`src/rtl/shift_reg_ctrl.sv`:
```
// rtl/shift_reg_ctrl.sv - sequencer that serially loads a shift register and verifies it by read-back
module shift_reg_ctrl #(
    parameter int WIDTH     = 4,
    parameter int LSB_FIRST = 0
) (
    input  logic             clk,
    input  logic             clr,
    input  logic             load_valid,
    input  logic [WIDTH-1:0] load_data,
    output logic             load_ready,
    input  logic             abort,
    input  logic [WIDTH-1:0] sr_q,
    output logic             sr_data,
    output logic             sr_shift,
    output logic             sr_clr,
    output logic             busy,
    output logic             done,
    output logic             match,
    output logic [WIDTH-1:0] word_out,
    output logic             aborted
);

    localparam int CW = (WIDTH > 1) ? $clog2(WIDTH) : 1;

    typedef enum logic [1:0] {
        ST_IDLE,
        ST_CLEAR,
        ST_SHIFT,
        ST_CAPTURE
    } state_t;

    state_t           state_q;
    logic [CW-1:0]    cnt_q;
    logic [WIDTH-1:0] hold_q;
    logic [WIDTH-1:0] word_out_q;
    logic [WIDTH-1:0] expected;
    logic             load_ready_q;
    logic             busy_q;
    logic             sr_data_q;
    logic             sr_shift_q;
    logic             sr_clr_q;
    logic             done_q;
    logic             match_q;
    logic             aborted_q;
    logic             last_bit;

    // Serial order: bit k of the sequence, MSB-first unless LSB_FIRST is set.
    function automatic logic pick_bit(input logic [WIDTH-1:0] w, input logic [CW-1:0] k);
        if (LSB_FIRST != 0) begin
            return w[k];
        end
        return w[CW'(WIDTH-1) - k];
    endfunction

    // The first bit shifted in ends up in the MSB, so LSB-first order reads back reversed.
    always_comb begin
        expected = hold_q;
        if (LSB_FIRST != 0) begin
            for (int i = 0; i < WIDTH; i++) begin
                expected[i] = hold_q[WIDTH-1-i];
            end
        end
    end

    assign last_bit = (cnt_q == CW'(WIDTH-1));

    always_ff @(posedge clk or negedge clr) begin
        if (!clr) begin
            state_q      <= ST_IDLE;
            cnt_q        <= '0;
            hold_q       <= '0;
            word_out_q   <= '0;
            load_ready_q <= 1'b1;
            busy_q       <= 1'b0;
            sr_data_q    <= 1'b0;
            sr_shift_q   <= 1'b0;
            sr_clr_q     <= 1'b0;
            done_q       <= 1'b0;
            match_q      <= 1'b0;
            aborted_q    <= 1'b0;
        end else begin
            done_q    <= 1'b0;
            aborted_q <= 1'b0;
            case (state_q)
                ST_IDLE: begin
                    if (load_valid) begin
                        hold_q       <= load_data;
                        cnt_q        <= '0;
                        state_q      <= ST_CLEAR;
                        load_ready_q <= 1'b0;
                        busy_q       <= 1'b1;
                        sr_clr_q     <= 1'b1;
                    end
                end
                ST_CLEAR: begin
                    sr_clr_q <= 1'b0;
                    if (abort) begin
                        state_q      <= ST_IDLE;
                        aborted_q    <= 1'b1;
                        load_ready_q <= 1'b1;
                        busy_q       <= 1'b0;
                    end else begin
                        state_q    <= ST_SHIFT;
                        sr_shift_q <= 1'b1;
                        sr_data_q  <= pick_bit(hold_q, '0);
                    end
                end
                ST_SHIFT: begin
                    if (abort) begin
                        state_q      <= ST_IDLE;
                        aborted_q    <= 1'b1;
                        load_ready_q <= 1'b1;
                        busy_q       <= 1'b0;
                        sr_shift_q   <= 1'b0;
                        sr_data_q    <= 1'b0;
                    end else begin
                        cnt_q <= cnt_q + CW'(1);
                        if (last_bit) begin
                            state_q    <= ST_CAPTURE;
                            sr_shift_q <= 1'b0;
                            sr_data_q  <= 1'b0;
                        end else begin
                            sr_data_q <= pick_bit(hold_q, cnt_q + CW'(1));
                        end
                    end
                end
                ST_CAPTURE: begin
                    word_out_q   <= sr_q;
                    match_q      <= (sr_q == expected);
                    done_q       <= 1'b1;
                    state_q      <= ST_IDLE;
                    load_ready_q <= 1'b1;
                    busy_q       <= 1'b0;
                end
                default: begin
                    state_q      <= ST_IDLE;
                    load_ready_q <= 1'b1;
                    busy_q       <= 1'b0;
                    sr_shift_q   <= 1'b0;
                    sr_clr_q     <= 1'b0;
                    sr_data_q    <= 1'b0;
                end
            endcase
        end
    end

    assign load_ready = load_ready_q;
    assign busy       = busy_q;
    assign sr_data    = sr_data_q;
    assign sr_shift   = sr_shift_q;
    assign sr_clr     = sr_clr_q;
    assign done       = done_q;
    assign match      = match_q;
    assign word_out   = word_out_q;
    assign aborted    = aborted_q;

endmodule

```
`config.mk`:
```
export PLATFORM = sky130hd
export DESIGN_NAME = shift_reg_ctrl
export DESIGN_NICKNAME = d
export VERILOG_FILES = /design/src/rtl/shift_reg_ctrl.sv
export SDC_FILE = /design/constraint.sdc
export NUM_CORES = 1
export LEC_CHECK = 0
export BUFFER_PORTS_ARGS = -buffer_cell sky130_fd_sc_hd__buf_4
export CAP_MARGIN = 20
export CORE_ASPECT_RATIO = 0.8
export CORE_UTILIZATION = 44
export DETAILED_ROUTE_END_ITERATION = 7
export PLACE_DENSITY_LB_ADDON = 0.25
export SLEW_MARGIN = 25
export SYNTH_ARGS = -nofsm -noshare
export SYNTH_HDL_FRONTEND = slang
export SYNTH_SLANG_ARGS = --single-unit
```
`constraint.sdc`:
```
create_clock -name clk -period 1.4 [get_ports clk]
set_clock_uncertainty 0.05 [all_clocks]
set_input_delay 0.28 -clock clk [delete_from_list [all_inputs] [get_ports clk]]
set_output_delay 0.28 -clock clk [all_outputs]
set_load 0.02 [all_outputs]
```
==> impl_metrics.yaml <==
synth:
  synth-warning-count: 0
  synth_edf_count: 0
  synth.distinct_cells: 34
  dominantRegCellSynth: "dfrtp_1"
  async_reset_ff_share_pct: 100
  syn-cell-area_sq_um: 1060
  avgSynthCellArea_sq_um: 12.1
  mappedNetlistNets: 106
  ys_seq_area_share_pct: 47.5
  synth-seq-cells: 20
  netlist_instances: 87
global_routing:
  grt_pass1_vias: 701
  groute.usage.overall_pct: 18.1
  grt_max_degree: 21
  grt_pass1_wl_mm: 3.24
  globalRoute.totalOverflow: 0
  antenna_found_initial: 0
drt:
  drc: 4
  drt-pass1-iter-count: 6
  num_vias: 770
  drt_wl_total_mm: 2.12
  ant_nets: 0
  wire_per_inst_um: 13.9
  first_iter_violations: 44
  routed_via_density: 5.03
clocking:
  worstSkewPairLatency_ns: 0.32
  cts_made_buffers: 3
  cts_tree: "built"
  clk_path_buf_depth: 2
  root_buffer: "clkbuf_4"
  clock_sinks: 20
  clk_pin_slew_ns: 0.12
  cts.htree.levels: 1
floorplanning:
  placementRows: 15
  ioPinCount: 24
  initial_utilization_pct: 47.7
  core_sq_um: 2210
  fp.dieW_um: 56.8
  die_area_sq_um: 2600
  fp.dieH_um: 45.8
place:
  numPortBuffers: 23
  hpwl_mm: 1.54
  dp_cells: 143
  dp_slack_ns: -0.0316
  gp_congestion: 0.858
cells_and_area:
  mostFrequentLayoutCells: "buf_4 (35), dfrtp_1 (19), mux2_2 (9)"
  final_cells: 153
  areaGrowthSynthToFinish_pct: 39.8
  final_net_count: 148
  final_common_cell: "buf_4"
  multi_input_area_sq_um: 586
  register_area_sq_um: 502
  drive_above_1_share_pct: 54.7
  antenna_cells: 0
  fillers: 166
sta:
  worstMarginPinSlew_ns: 0.243
  max_clock_freq_ghz: 0.708
  rsz0062_at_grt: "yes"
  period_share_pct: 101
  setup_viol: 2
  hold_viol: 0
  final_max_slew_viol_count: 0
  relSlewSlack_pct: 83.6
  fin_ws_ns: -0.0116
  fin_tns_setup_ns: -0.0176
  min_period_ns: 1.41
outcome:
  violations: "DRC, setup timing"
  status: "finished, violations left"
worst_setup_path:
  critPathKind: "register to register"
  critPathArrivalTime_ns: 1.58
  start_kind: "register"
  path_max_fanout: 4
  crit_required_ns: 1.56
  endpoint_kind: "register"
  reg2reg_slack_ns: -0.01
power:
  ir_worst_vdd_v: 0.00126
  cellLeakagePower_uw: 0.000692
  pwr_density_cell_nw_per_um2: 2200
flow_run:
  drv_cap: 0
min_path:
  min_path_type: "input port to register"
==> synth_stat cells, types with 2 or more instances <==
library cell / count / area share [%]
o21ai_0: 4 / 1.9
dfrtp_1: 19 / 45
mux2i_1: 4 / 3.8
ha_1: 7 / 8.3
nor2_1: 3 / 1.1
nand2_1: 7 / 2.5
buf_2: 2 / 0.95
mux2_2: 9 / 9.6
a21oi_1: 2 / 0.95
inv_1: 3 / 1.1
xor2_1: 4 / 3.3
==> flip-flops by register name (all words and copies together) (netlist names) <==
name and flops:
done 1, cnt_q 2, busy 1, state_q 2, aborted 1, word_out 4, sr_data 1, sr_shift 1
load_ready 1, expected 4, match 1, sr_clr 1
==> cell type report <==
type / count / share of cell area (%)
Inverter: 4 / 1.02
Tap cell: 25 / 2.12
Clock buffer: 4 / 2.46
Timing Repair Buffer: 39 / 20.8
Sequential cell: 20 / 34.0
Multi-Input combinational cell: 61 / 39.7
==> layer usage <==
| layer | vias to the layer above | share of wire, % | GRT usage (%) |
|---|---|---|---|
| li1 | 388 | - | - |
| met1 | 362 | 46 | 21.8 |
| met2 | 16 | 46 | 27.6 |
| met3 | 4 | 5.0 | 6.82 |
| met4 | 0 | 3.1 | 11.7 |
| met5 | - | 0 | 0 |
==> cells by family (layout without fill, tap and decap cells) <==
group                      after synthesis  after routing  synth area share [%]
AOI/OAI and AO/OA                       15             15                  10.5
xor gates and xnor gates                 4              4                  3.32
adders and majority gates                7              7                  8.29
buffers and inverters                    6             47                  2.37
DFF                                     20             20                  47.5
muxes                                   15             15                  16.9
and+or+nand+nor                         20             20                  11.0
==> critical path: stages, from the launching register on <==
cell     delay, ns
dfrtp_1       0.41
inv_2         0.11
ha_2          0.22
nor3b_4       0.22
nor2_1        0.10
o22a_1        0.20
==> path summary, 6_finish.rpt <==
| path | from | endpoint | depth (start not counted) |
|---|---|---|---|
| hold / removal | load_data[1] | expected[1] | 2 |
| max in group asynchronous | clr | load_ready | 2 |
| hold reg to reg | load_ready | load_ready | 2 |
| min in group asynchronous | clr | sr_data | 2 |
| setup reg to reg | state_q[0] | state_q[0] | 5 |
| setup / recovery | state_q[0] | state_q[0] | 5 |
==> through the flow <==
stage | hold WS (ns) | power, uW | area, sq um | utilization [%]
floorplan | -0.0656 | 2090 | 1070 | -
global route | 0.109 | 3490 | 1480 | 66.7
finish | 0.131 | 3250 | 1480 | 66.7
CTS | 0.137 | 3120 | 1420 | 64.2
global placement | 0.124 | 2640 | 1340 | 60.4
detailed placement | 0.123 | 2690 | 1340 | 60.4
==> power by group <==
part,total (uW),internal [uW],switching (uW)
logic,1880,1060,815
registers,1020,844,179
clock network,351,160,191
total,3250,2070,1190
==> what timing repair did <==
| action | 4_1_cts | 5_1_grt |
|---|---|---|
| hold buffers | 1 | 0 |
| endpoints found under the hold margin | 19 | 0 |
| gates resized for setup | 2 | 11 |
| endpoints found under the setup margin | 3 | 10 |
| setup buffers | 4 | 1 |
| pin swaps | 1 | 1 |
Note: power is estimated with default switching activity, not from simulation.
